[src/rtl/amm_master_arbiter_if.sv]
`default_nettype none
// ============================================================================
// Module   : amm_master_arbiter_if
// Summary  : Bundle of the two requester ports, the shared Avalon-MM master
//            port and the timeout flag of amm_master_arbiter.
//            The master modport is the arbiter's view; slave is the view of
//            the surrounding logic (requesters plus the downstream slave).
// Revision : 1.0 - initial release
// ============================================================================
interface amm_master_arbiter_if #(
  parameter int ADDRESSWIDTH = 26,
  parameter int DATAWIDTH    = 32
);
  // Requester 0
  logic [ADDRESSWIDTH-1:0] r0_address;
  logic [DATAWIDTH-1:0]    r0_writedata;
  logic                    r0_write;
  logic                    r0_read;
  logic                    r0_waitrequest;
  logic [DATAWIDTH-1:0]    r0_readdata;
  logic                    r0_readdatavalid;
  // Requester 1
  logic [ADDRESSWIDTH-1:0] r1_address;
  logic [DATAWIDTH-1:0]    r1_writedata;
  logic                    r1_write;
  logic                    r1_read;
  logic                    r1_waitrequest;
  logic [DATAWIDTH-1:0]    r1_readdata;
  logic                    r1_readdatavalid;
  // Shared master port
  logic [ADDRESSWIDTH-1:0] master_address;
  logic [DATAWIDTH-1:0]    master_writedata;
  logic                    master_write;
  logic                    master_read;
  logic [DATAWIDTH-1:0]    master_readdata;
  logic                    master_readdatavalid;
  logic                    master_waitrequest;
  // Status
  logic                    timeout_err;

  modport master (
    input  r0_address, r0_writedata, r0_write, r0_read,
    output r0_waitrequest, r0_readdata, r0_readdatavalid,
    input  r1_address, r1_writedata, r1_write, r1_read,
    output r1_waitrequest, r1_readdata, r1_readdatavalid,
    output master_address, master_writedata, master_write, master_read,
    input  master_readdata, master_readdatavalid, master_waitrequest,
    output timeout_err
  );

  modport slave (
    output r0_address, r0_writedata, r0_write, r0_read,
    input  r0_waitrequest, r0_readdata, r0_readdatavalid,
    output r1_address, r1_writedata, r1_write, r1_read,
    input  r1_waitrequest, r1_readdata, r1_readdatavalid,
    input  master_address, master_writedata, master_write, master_read,
    output master_readdata, master_readdatavalid, master_waitrequest,
    input  timeout_err
  );
endinterface
`default_nettype wire

[src/rtl/amm_master_arbiter.sv]
`default_nettype none
// ============================================================================
// Module   : amm_master_arbiter
// Summary  : Round-robin arbiter sharing one Avalon-MM master port between
//            two requesters, one transaction in flight at a time, with a
//            read-response timeout that forces completion on a hung slave.
// Revision : 1.0 - initial release
// ============================================================================
module amm_master_arbiter #(
  parameter int                   ADDRESSWIDTH   = 26,
  parameter int                   DATAWIDTH      = 32,
  parameter int                   TIMEOUT_CYCLES = 255,
  parameter logic [DATAWIDTH-1:0] TIMEOUT_DATA   = 32'hDEADDEAD
) (
  input  wire logic               clk,
  input  wire logic               reset_n,
  amm_master_arbiter_if.master    bus
);

  localparam int                CNT_W    = $clog2(TIMEOUT_CYCLES + 1);
  localparam logic [CNT_W-1:0]  CNT_LAST = CNT_W'(TIMEOUT_CYCLES - 1);

  localparam logic [1:0] IDLE    = 2'd0;
  localparam logic [1:0] GRANT   = 2'd1;
  localparam logic [1:0] RD_WAIT = 2'd2;

  logic [1:0]       state_q, state_d;
  logic             owner_q, owner_d;
  logic             last_grant_q, last_grant_d;
  logic [CNT_W-1:0] cnt_q, cnt_d;

  // Owner-selected request view; a simultaneous read+write is treated as a write
  logic                    req0, req1;
  logic [ADDRESSWIDTH-1:0] own_address;
  logic [DATAWIDTH-1:0]    own_writedata;
  logic                    own_write;
  logic                    own_read;

  assign req0          = bus.r0_read | bus.r0_write;
  assign req1          = bus.r1_read | bus.r1_write;
  assign own_address   = owner_q ? bus.r1_address   : bus.r0_address;
  assign own_writedata = owner_q ? bus.r1_writedata : bus.r0_writedata;
  assign own_write     = owner_q ? bus.r1_write     : bus.r0_write;
  assign own_read      = (owner_q ? bus.r1_read : bus.r0_read) & ~own_write;

  // State register: synchronous active-low reset abandons any in-flight read
  always_ff @(posedge clk) begin
    if (!reset_n) begin
      state_q      <= IDLE;
      owner_q      <= 1'b0;
      last_grant_q <= 1'b1;
      cnt_q        <= '0;
    end else begin
      state_q      <= state_d;
      owner_q      <= owner_d;
      last_grant_q <= last_grant_d;
      cnt_q        <= cnt_d;
    end
  end

  // Next-state logic: round-robin grant, acceptance tracking, read timeout
  always_comb begin
    state_d      = state_q;
    owner_d      = owner_q;
    last_grant_d = last_grant_q;
    cnt_d        = cnt_q;
    case (state_q)
      IDLE: begin
        if (req0 | req1) begin
          if (req0 & req1) begin
            owner_d = ~last_grant_q;
          end else begin
            owner_d = req1;
          end
          last_grant_d = owner_d;
          state_d      = GRANT;
        end
      end
      GRANT: begin
        if (!own_write && !own_read) begin
          // Requester withdrew before acceptance: release the bus silently
          state_d = IDLE;
        end else if (!bus.master_waitrequest) begin
          if (own_write) begin
            state_d = IDLE;
          end else begin
            state_d = RD_WAIT;
            cnt_d   = '0;
          end
        end
      end
      RD_WAIT: begin
        if (bus.master_readdatavalid || (cnt_q == CNT_LAST)) begin
          state_d = IDLE;
        end else begin
          cnt_d = cnt_q + CNT_W'(1);
        end
      end
      default: begin
        state_d = IDLE;
      end
    endcase
  end

  // Output logic: bus mirrors owner in GRANT, responses routed to owner only
  logic [ADDRESSWIDTH-1:0] m_address;
  logic [DATAWIDTH-1:0]    m_writedata;
  logic                    m_write;
  logic                    m_read;
  logic [1:0]              waitreq;
  logic [1:0]              rdvalid;
  logic [DATAWIDTH-1:0]    rdata;
  logic                    tmo;

  always_comb begin
    m_address   = '0;
    m_writedata = '0;
    m_write     = 1'b0;
    m_read      = 1'b0;
    waitreq     = 2'b11;
    rdvalid     = 2'b00;
    rdata       = '0;
    tmo         = 1'b0;
    // Outputs are held at reset values while reset_n is low so nothing
    // from an abandoned transaction can leak out during the reset cycle
    if (reset_n) begin
      case (state_q)
        GRANT: begin
          m_address        = own_address;
          m_writedata      = own_writedata;
          m_write          = own_write;
          m_read           = own_read;
          waitreq[owner_q] = bus.master_waitrequest;
        end
        RD_WAIT: begin
          if (bus.master_readdatavalid) begin
            rdvalid[owner_q] = 1'b1;
            rdata            = bus.master_readdata;
          end else if (cnt_q == CNT_LAST) begin
            rdvalid[owner_q] = 1'b1;
            rdata            = TIMEOUT_DATA;
            tmo              = 1'b1;
          end
        end
        default: begin
        end
      endcase
    end
  end

  assign bus.master_address   = m_address;
  assign bus.master_writedata = m_writedata;
  assign bus.master_write     = m_write;
  assign bus.master_read      = m_read;
  assign bus.r0_waitrequest   = waitreq[0];
  assign bus.r1_waitrequest   = waitreq[1];
  assign bus.r0_readdatavalid = rdvalid[0];
  assign bus.r1_readdatavalid = rdvalid[1];
  assign bus.r0_readdata      = rdvalid[0] ? rdata : '0;
  assign bus.r1_readdata      = rdvalid[1] ? rdata : '0;
  assign bus.timeout_err      = tmo;

endmodule
`default_nettype wire

[src/flat_wrapper.sv]
// flat-port wrapper written by rule: the top's interface ports become plain ports
module amm_master_arbiter_flat 
#(
  parameter int                   ADDRESSWIDTH   = 26,
  parameter int                   DATAWIDTH      = 32,
  parameter int                   TIMEOUT_CYCLES = 255,
  parameter logic [DATAWIDTH-1:0] TIMEOUT_DATA   = 32'hDEADDEAD
)
  (clk, reset_n, bus_r0_address, bus_r0_writedata, bus_r0_write, bus_r0_read, bus_r0_waitrequest, bus_r0_readdata, bus_r0_readdatavalid, bus_r1_address, bus_r1_writedata, bus_r1_write, bus_r1_read, bus_r1_waitrequest, bus_r1_readdata, bus_r1_readdatavalid, bus_master_address, bus_master_writedata, bus_master_write, bus_master_read, bus_master_readdata, bus_master_readdatavalid, bus_master_waitrequest, bus_timeout_err);
  amm_master_arbiter_if #(.ADDRESSWIDTH(ADDRESSWIDTH), .DATAWIDTH(DATAWIDTH)) bus_i ();
  input  wire logic clk;
  input  wire logic reset_n;
  input wire logic [$bits(bus_i.r0_address)-1:0] bus_r0_address;
  input wire logic [$bits(bus_i.r0_writedata)-1:0] bus_r0_writedata;
  input wire logic [$bits(bus_i.r0_write)-1:0] bus_r0_write;
  input wire logic [$bits(bus_i.r0_read)-1:0] bus_r0_read;
  output wire logic [$bits(bus_i.r0_waitrequest)-1:0] bus_r0_waitrequest;
  output wire logic [$bits(bus_i.r0_readdata)-1:0] bus_r0_readdata;
  output wire logic [$bits(bus_i.r0_readdatavalid)-1:0] bus_r0_readdatavalid;
  input wire logic [$bits(bus_i.r1_address)-1:0] bus_r1_address;
  input wire logic [$bits(bus_i.r1_writedata)-1:0] bus_r1_writedata;
  input wire logic [$bits(bus_i.r1_write)-1:0] bus_r1_write;
  input wire logic [$bits(bus_i.r1_read)-1:0] bus_r1_read;
  output wire logic [$bits(bus_i.r1_waitrequest)-1:0] bus_r1_waitrequest;
  output wire logic [$bits(bus_i.r1_readdata)-1:0] bus_r1_readdata;
  output wire logic [$bits(bus_i.r1_readdatavalid)-1:0] bus_r1_readdatavalid;
  output wire logic [$bits(bus_i.master_address)-1:0] bus_master_address;
  output wire logic [$bits(bus_i.master_writedata)-1:0] bus_master_writedata;
  output wire logic [$bits(bus_i.master_write)-1:0] bus_master_write;
  output wire logic [$bits(bus_i.master_read)-1:0] bus_master_read;
  input wire logic [$bits(bus_i.master_readdata)-1:0] bus_master_readdata;
  input wire logic [$bits(bus_i.master_readdatavalid)-1:0] bus_master_readdatavalid;
  input wire logic [$bits(bus_i.master_waitrequest)-1:0] bus_master_waitrequest;
  output wire logic [$bits(bus_i.timeout_err)-1:0] bus_timeout_err;
  assign bus_i.r0_address = bus_r0_address;
  assign bus_i.r0_writedata = bus_r0_writedata;
  assign bus_i.r0_write = bus_r0_write;
  assign bus_i.r0_read = bus_r0_read;
  assign bus_r0_waitrequest = bus_i.r0_waitrequest;
  assign bus_r0_readdata = bus_i.r0_readdata;
  assign bus_r0_readdatavalid = bus_i.r0_readdatavalid;
  assign bus_i.r1_address = bus_r1_address;
  assign bus_i.r1_writedata = bus_r1_writedata;
  assign bus_i.r1_write = bus_r1_write;
  assign bus_i.r1_read = bus_r1_read;
  assign bus_r1_waitrequest = bus_i.r1_waitrequest;
  assign bus_r1_readdata = bus_i.r1_readdata;
  assign bus_r1_readdatavalid = bus_i.r1_readdatavalid;
  assign bus_master_address = bus_i.master_address;
  assign bus_master_writedata = bus_i.master_writedata;
  assign bus_master_write = bus_i.master_write;
  assign bus_master_read = bus_i.master_read;
  assign bus_i.master_readdata = bus_master_readdata;
  assign bus_i.master_readdatavalid = bus_master_readdatavalid;
  assign bus_i.master_waitrequest = bus_master_waitrequest;
  assign bus_timeout_err = bus_i.timeout_err;
  amm_master_arbiter #(.ADDRESSWIDTH(ADDRESSWIDTH), .DATAWIDTH(DATAWIDTH), .TIMEOUT_CYCLES(TIMEOUT_CYCLES), .TIMEOUT_DATA(TIMEOUT_DATA)) u_core (.clk(clk), .reset_n(reset_n), .bus(bus_i));
endmodule
[config.mk]
export PLATFORM = sky130hd
export DESIGN_NAME = amm_master_arbiter_flat
export DESIGN_NICKNAME = d
export VERILOG_FILES = /design/src/rtl/amm_master_arbiter_if.sv /design/src/rtl/amm_master_arbiter.sv /design/src/flat_wrapper.sv
export SDC_FILE = /design/constraint.sdc
export NUM_CORES = 1
export LEC_CHECK = 0
export BUFFER_PORTS_ARGS = -buffer_cell sky130_fd_sc_hd__buf_2
export CAP_MARGIN = 30
export CELL_PAD_IN_SITES_DETAIL_PLACEMENT = 1
export CELL_PAD_IN_SITES_GLOBAL_PLACEMENT = 1
export CORE_UTILIZATION = 18
export CTS_CLUSTER_SIZE = 10
export DETAILED_ROUTE_END_ITERATION = 10
export PLACE_DENSITY_LB_ADDON = 0.1
export SYNTH_ARGS = -nofsm -noshare
export SYNTH_HDL_FRONTEND = slang
export SYNTH_SLANG_ARGS = --single-unit
export TNS_END_PERCENT = 100
[constraint.sdc]
create_clock -name clk -period 1.9 [get_ports clk]
set_input_delay 0.38 -clock clk [delete_from_list [all_inputs] [get_ports clk]]
set_output_delay 0.38 -clock clk [all_outputs]
set_load 0.02 [all_outputs]
# ---- After elaboration in Yosys (flattened, before gate mapping)
# Cells that the tools add are included.
dict set report classes {
  add_sub_neg 1
  reduce_logical 10
  order_cmp 2
  n_bitwise 9
  n_eq_ne 10
  n_mux 42
}
# operator n
set op_table {}
lappend op_table {{$mux W32} 9}
lappend op_table {{$mux W26} 3}
lappend op_table {{$mux W8} 4}
lappend op_table {{$mux W2} 11}
lappend op_table {{$pmux W8 S2} 1}
lappend op_table {{$mux W1} 12}
lappend op_table {{$add A8 B1 Y8 const B} 1}
lappend op_table {{$eq A8 B8 Y1 const B} 1}
lappend op_table {{$ne A2 B2 Y1 const B} 4}
lappend op_table {{$pmux W2 S3} 1}
lappend op_table {{$reduce_and A5 Y1} 1}
lappend op_table {{$ne A2 B1 Y1 const B} 2}
lappend op_table {{$ne A3 B2 Y1 const B} 1}
lappend op_table {{$or A1 B1 Y1} 3}
lappend op_table {{$reduce_and A3 Y1} 1}
lappend op_table {{$and A1 B1 Y1} 2}
lappend op_table {{$eq A2 B1 Y1 const B} 1}
lappend op_table {{$eq A2 B2 Y1 const B} 1}
lappend op_table {{$logic_and A1 B1 Y1} 2}
lappend op_table {{$logic_not A1 Y1} 2}
lappend op_table {{$logic_not A2 Y1} 1}
lappend op_table {{$lt A1 B2 Y1 const B} 1}
lappend op_table {{$not A1 Y1} 2}
lappend op_table {{$not A2 Y2} 1}
lappend op_table {{6 further kinds} 6}
dict set report totals {
  input_bits 156
  ff_bits 12
  word_cells 78
  out_inout_bits 129
}

# ---- Logic depth before layout (Yosys ltp)
# Gate-level depths: netlist of run 1.
dict set report depth {
  ltp_word 9
  depth_mapped 7
  depth_no_buf 6
}

# ---- Worst setup path after synthesis of run 1
# Ideal clock, no wire load.
dict set report synth_timing {
  kind {register -> output}
  startpoint {register u_core.cnt_q[0]}
  endpoint {output port bus_r0_readdata[10]}
  arrival_ps 1586
  path_buffers 1
  path_slack_ps -66
  path_stages_with_launch 8
  cell_sequence {dfxtp_1 -> inv_1 -> ha_1 -> nand3_1 -> nor2_2 -> o2111ai_2 -> clkbuf_1 -> nor2_1}
}
dict set report synth_via {
  elab_chain_cells 6
  word_cells_on_any_way 10
  cone_classes {1 x eq/ne; 9 x mux}
}
# element line_no
set synth_rtl {}
lappend synth_rtl {{start, declared} amm_master_arbiter.sv:30} ;# logic [CNT_W-1:0] cnt_q, cnt_d;
lappend synth_rtl {{start signal, assigned} amm_master_arbiter.sv:57} ;# cnt_q <= cnt_d;
lappend synth_rtl {{$eq A8 B8 Y1 *} amm_master_arbiter.sv:139} ;# end else if (cnt_q == CNT_LAST) begin
lappend synth_rtl {{$mux W32 / $mux W2 (equally long branches)} amm_master_arbiter.sv:139}
lappend synth_rtl {{$mux W32 / $mux W2 (equally long branches)} amm_master_arbiter.sv:136} ;# if (bus.master_readdatavalid) begin
lappend synth_rtl {{$mux W32 / $mux W2 (equally long branches)} amm_master_arbiter.sv:127} ;# case (state_q)
lappend synth_rtl {{$mux W32 / $mux W2 (equally long branches)} amm_master_arbiter.sv:126} ;# if (reset_n) begin
lappend synth_rtl {{$mux W32 *} amm_master_arbiter.sv:159} ;# assign bus.r0_readdata = rdvalid[0] ? rdata : '0;
lappend synth_rtl {{end, declared} flat_wrapper.sv:18} ;# output wire logic [$bits(bus_i.r0_readdata)-1:0] bus_r0_readdata;
# Mark *: on every way between the ends. The rest lies on a longest branch, timed or not.

# ---- Worst setup path in the final report of run 1
dict set report layout_timing {
  startpoint {register u_core.cnt_q[2]}
  endpoint {output port bus_r1_readdata[16]}
}
dict set report layout_via {
  elab_chain_cells 6
  word_cells_on_any_way 10
  cone_classes {1 x eq/ne; 9 x mux}
}
# element line_no
set layout_rtl {}
lappend layout_rtl {{$eq A8 B8 Y1 *} amm_master_arbiter.sv:139}
lappend layout_rtl {{$mux W32 / $mux W2 (equally long branches)} amm_master_arbiter.sv:139}
lappend layout_rtl {{$mux W32 / $mux W2 (equally long branches)} amm_master_arbiter.sv:136}
lappend layout_rtl {{$mux W32 / $mux W2 (equally long branches)} amm_master_arbiter.sv:127}
lappend layout_rtl {{$mux W32 / $mux W2 (equally long branches)} amm_master_arbiter.sv:126}
lappend layout_rtl {{$mux W32 *} amm_master_arbiter.sv:160} ;# assign bus.r1_readdata = rdvalid[1] ? rdata : '0;
lappend layout_rtl {{end, declared} flat_wrapper.sv:25} ;# output wire logic [$bits(bus_i.r1_readdata)-1:0] bus_r1_readdata;
# Marked as above.

==> impl_metrics.tcl, run 1 <==
set metrics [dict create \
    hold_viol 0 \
    synth_nets 487 \
    start_util 0.189 \
    grt_pass1_wl_um 18900 \
    cts_tree "done" \
    skew_ps 2.55 \
    synth_cells 329 \
    track_usage 0.203 \
    p_int_mw 0.987 \
    p_leak_nw 2.51 \
    met1Wirelength_um 4580 \
    hold_buffers 0 \
    seqPwrFrac 0.175 \
    io_pins 285 \
    cts_made_buffers 3 \
    finalCritPeriodShare 1.13 \
    ir_drop_mv 0.285 \
    startpoint_type "flip-flop" \
    drive_above_1_share 0.677 \
    switching_share 0.366 \
    crit_chain "nand4_1 > nor2_4 > buf_6 > o2111ai_4 > buf_4 > nor2_1 > buf_4" \
    path_class "flip-flop to primary output" \
    antenna_found_initial 1 \
    cp_top_family "simple AND/OR/NAND/NOR gates" \
    cts_max_level 1 \
    tightest_slew_ps 430 \
    wl_met3_um 1040 \
    ys_ff_latch 12 \
    crit_slowest_cell "dfxtp_1" \
    maxClockFrequency_ghz 0.467 \
    dr.max_layer_used "met5" \
    dp_hpwl_um 9800 \
    place_inst 758 \
    path_clk_slew_ps 50 \
    clk_latency_ps 240 \
    grt_max_degree 37 \
    status "complete, but fails checks" \
    nets 806 \
    cp.required_ps 1520 \
    syn_area_mm2 0.00209 \
    yosysSeqAreaShare 0.115 \
    place.gp.congestion 0.814 \
    power_density_mw_per_mm2 295 \
    grt-ovfl-total 0 \
    violations "setup timing" \
    routed-wl-met2_um 8010 \
    finalSetupViolations 67 \
    p_clk_frac 0.282 \
    final_common_cell "buf_2" \
    avgViaCountPerCell 4.56 \
    num_vias 3587 \
    syn_area_per_cell_um2 6.35 \
    design_area_mm2 0.00527 \
    fin_cells 787 \
    portBuffers 284 \
    worstPathArrival_ps 1760 \
    switchingPower_mw 0.569 \
    synth_flop_cell "dfxtp_1" \
    die_h_um 110 \
    antenna_left 0 \
    drc_errors 0 \
    drv_cap 0 \
    slew_headroom 0.710 \
    crit_path_end_kind "primary output" \
    rsz0062_at_grt "yes" \
    hold_path_class "input port to flip-flop" \
    fp.dieW_um 110 \
    synth_edf_count 0 \
    tns_ps -12630 \
    p_comb_frac 0.544 \
    areaGrowthSynthToFinish_pct 152 \
    cts_root_buf "clkbuf_16" \
    drt_pre_antenna_iters 4 \
    grt_pass1_vias 3627 \
    min_period_ps 2140 \
    die_area_mm2 0.0120 \
    routed_wl_um 13900 \
    mostFrequentLayoutCells "buf_2 (178), buf_4 (83), buf_6 (62)" \
    antenna_cells_inserted 0 \
    synth_cell_type_count 40 \
    drt_iter0_drc 97 \
    rows 38 \
    cts_buffer_depth 2 \
    crit_buf_inv 3 \
    synthArstFlopShare 0 \
    slowest_delay_ps 340 \
    dpl-instance-area_mm2 0.00384 \
    cts_sinks 12 \
    wl_per_cell_um 17.7 \
    crit_path_frequent_cell "buf_4" \
    fp.coreArea_mm2 0.0111 \
    cp_max_fo 8 \
    finalMaxSlewViolations 0 \
    worst_slack_ps -243 \
    yosysWarnings 0 \
]
## power by group through the flow
stage	sequential, mW	combinational, mW	clock (mW)
6_report	0.272	0.846	0.438
5_1_grt	0.273	0.907	0.460
4_1_cts	0.271	0.786	0.446
3_5_place_dp	0.275	0.675	0
3_3_place_gp	0.276	0.664	0
2_1_floorplan	0.271	0.371	0
## Yosys cell counts (all sizes together) (5+ instances only)
library cell  count  share of area
nor2            130           0.23
mux2i            62           0.30
nor2b            23          0.069
nand2            16          0.029
clkbuf           12          0.022
dfxtp            12           0.11
inv              11          0.020
buf              10          0.024
or3               7          0.021
o21ai             6          0.014
nand3             5          0.012
## repair_timing
action	in CTS	in global routing
buffers inserted	14	3
resized for setup	218	103
setup endpoints to repair	87	135
cloned	6	5
pin swaps	11	33
## kinds of logic after synthesis
| logic type | count (synthesis) | synth area share |
|---|---|---|
| AO/OA/AOI/OAI | 22 | 0.0808 |
| adder cells (fa/ha/maj) | 2 | 0.0120 |
| buffers and inverters | 33 | 0.0653 |
| flip-flops | 12 | 0.115 |
| multiplexers | 62 | 0.297 |
| AND/OR/NAND/NOR | 198 | 0.430 |
## worst min-delay path, cell delays in order
cell	delay [ps]
buf_2	120
a31oi_1	120
nor3_1	50
## sequential cells by signal (all words and copies together) (netlist names)
name,flops
u_core.cnt_q,8
u_core.last_grant_q,1
u_core.owner_q,1
u_core.state_q,2
## stage by stage
step	power, mW	setup WS (ps)	hold WS (ps)	utilization
3_5_place_dp	0.950	-30.5	492	0.347
2_1_floorplan	0.641	-66.3	463	-
5_1_grt	1.64	-312	507	0.475
3_3_place_gp	0.940	-8.55	487	0.347
4_1_cts	1.50	-244	477	0.441
6_report	1.56	-243	472	0.475
## layout make-up
type	instances	area [µm²]
Fill cell	1363	5810
Timing Repair Buffer	336	2510
Multi-Input combinational cell	284	2190
Sequential cell	12	253
Tap cell	140	175
Clock buffer	4	88.8
Inverter	11	46.3
## metal layers
metal | up-vias | global-route usage
met5 | - | 0
met2 | 172 | 0.430
met1 | 1657 | 0.191
li1 | 1734 | -
met4 | 2 | 0.0381
met3 | 22 | 0.0516
## path summary, 6_finish.rpt
path         slack, ps  depth (start not counted)                   to              startpoint
max               -240                          7  bus_r1_readdata[16]         u_core.cnt_q[2]
min                470                          3    u_core.state_q[0]  bus_master_waitrequest
max reg2reg        110                         11      u_core.cnt_q[7]         u_core.cnt_q[0]
min reg2reg        510                          2  u_core.last_grant_q     u_core.last_grant_q
No activity file was read; power rests on OpenSTA's default activity.
==> inputs of run 2 (changes only) <==
Settings changed: CORE_AREA from default to 2 2 112 114, CORE_UTILIZATION 18 to default, DIE_AREA from default to 0 0 114 116.
Clock period 1.9 ns to 2.6 ns, I/O delays scaled along.
==> impl_metrics.tcl, run 2 (synthesis gave the netlist of run 1 again) <==
set metrics [dict create \
    status "finished clean" \
    finalMaxSlewViolations 0 \
    min_path_cells 2 \
    path_clk_slew_ps 50 \
    mostFrequentLayoutCells "buf_2 (283), nor2_1 (129), mux2i_1 (62)" \
    cp_max_fo 29 \
    rows 40 \
    grt_max_degree 61 \
    track_usage 0.162 \
    fillCellCount 1612 \
    tns_ps 0 \
    num_vias 3202 \
    path_class "flip-flop to primary output" \
    cts_buffer_depth 2 \
    start_util 0.175 \
    cp_top_family "buffers and inverters" \
    fp.dieW_um 114 \
    drt_iter0_drc 84 \
    rr_startpoint "u_core.owner_q" \
    slew_headroom 0.580 \
    worstPathArrival_ps 1930 \
    crit_slowest_cell "dfxtp_1" \
    place.gp.congestion 0.823 \
    grt_pass1_vias 3254 \
    holdCritStartpoint "u_core.last_grant_q" \
    tightest_slew_ps 626 \
    cts_setup_buffers 0 \
    largest_reg_flops 8 \
    areaGrowthSynthToFinish_pct 82.4 \
    hold_path_class "flip-flop to flip-flop" \
    avgViaCountPerCell 4.28 \
    max_flop_register "u_core.cnt_q" \
    final_common_cell "buf_2" \
    fp.coreArea_mm2 0.0119 \
    cts_root_buf "clkbuf_16" \
    design_area_mm2 0.00381 \
    crit_chain "inv_1 > ha_1 > nand3_2 > nor2_4 > o2111ai_4 > buf_12 > nor2_1 > buf_2" \
    top_regs "u_core.cnt_q: 8 flops, u_core.state_q: 2 flops" \
    min_period_ps 2450 \
    die_h_um 116 \
    nets 760 \
    dp_hpwl_um 9960 \
    io_pins 285 \
    hold_viol 0 \
    cts_sinks 12 \
    die_area_mm2 0.0132 \
    crit_path_end_kind "primary output" \
    report.power.total_mw 0.996 \
    startpoint_type "flip-flop" \
    r2r_cells 4 \
    grt_pass1_wl_um 17000 \
    clk_latency_ps 250 \
    crit_cells 8 \
    r2r_end "u_core.cnt_q[5]" \
    slowest_delay_ps 340 \
    power_density_mw_per_mm2 261 \
    cts_made_buffers 3 \
    hold-path-endpoint "u_core.last_grant_q" \
    p_leak_nw 2.13 \
    grt-ovfl-total 0 \
    drv_cap 0 \
    crit_buf_inv 3 \
    cp.required_ps 2080 \
    routed_wl_um 11800 \
    dpl-instance-area_mm2 0.00369 \
    finalCritPeriodShare 0.944 \
    ir_drop_mv 0.158 \
    drt_pre_antenna_iters 4 \
    skew_ps 4.55 \
    antenna_found_initial 0 \
    utilization 0.320 \
    drive_above_1_share 0.506 \
    worst-r2r-setup-slack_ps 590 \
    wl_per_cell_um 15.7 \
    antenna_left 0 \
    drc_errors 0 \
    portBuffers 284 \
    maxClockFrequency_ghz 0.407 \
    finalSetupViolations 0 \
    cts_tree "done" \
    cts_max_level 1 \
]
run 2: worst max-delay path by stage:
stage | start | endpoint | slack (ps)
after global placement | u_core.cnt_q[0] | bus_r0_readdata[29] | 420
final | u_core.cnt_q[0] | bus_r0_readdata[27] | 150
after floorplan | u_core.cnt_q[0] | bus_r0_readdata[10] | 490
after CTS | u_core.cnt_q[0] | bus_r0_readdata[28] | 60
after global routing | u_core.cnt_q[0] | bus_r0_readdata[28] | -10
after detailed placement | u_core.cnt_q[0] | bus_r0_readdata[28] | 320
run 2: final cells by class:
type / count / area [µm²] / share of cell area
diodes: 1 / 2.50 / 0.000657
clock buffers: 4 / 88.8 / 0.0233
inverters: 11 / 41.3 / 0.0108
multi-input cells: 284 / 1740 / 0.457
flip-flops and latches: 12 / 244 / 0.0640
well taps: 147 / 184 / 0.0483
repair buffers: 290 / 1510 / 0.396
run 2: stage by stage:
step                worst slack (ps)  std cells  hold WS, ps
floorplan                        494        329          463
global placement                 415        744          487
detailed placement               321        744          500
CTS                             56.8        748          507
global route                   -13.2        748          527
finish                           146        749          501
run 2: layer usage:
layer | GRT usage | routed length [µm] | vias to the layer above
met4 | 0.0325 | 122 | 0
met1 | 0.163 | 4050 | 1408
met5 | 0 | 0 | -
li1 | - | - | 1634
met2 | 0.321 | 6420 | 151
met3 | 0.0575 | 1160 | 9
run 2: tightest hold or removal path: cells and delay by family, from the launching register on:
kind / cells / cell delay (ps)
muxes: 1 / 80
DFF: 1 / 340
and+or+nand+nor: 1 / 50
run 2: where the power goes:
part	total [mW]	internal (mW)	switching, mW
Sequential	0.212	0.190	0.0224
Clock	0.320	0.233	0.0870
Combinational	0.463	0.221	0.243
Total	0.996	0.644	0.352
run 2: what timing repair did:
action,4_1_cts,5_1_grt
hold buffers,0,0
endpoints found under the setup margin,0,62
resized for setup,0,5
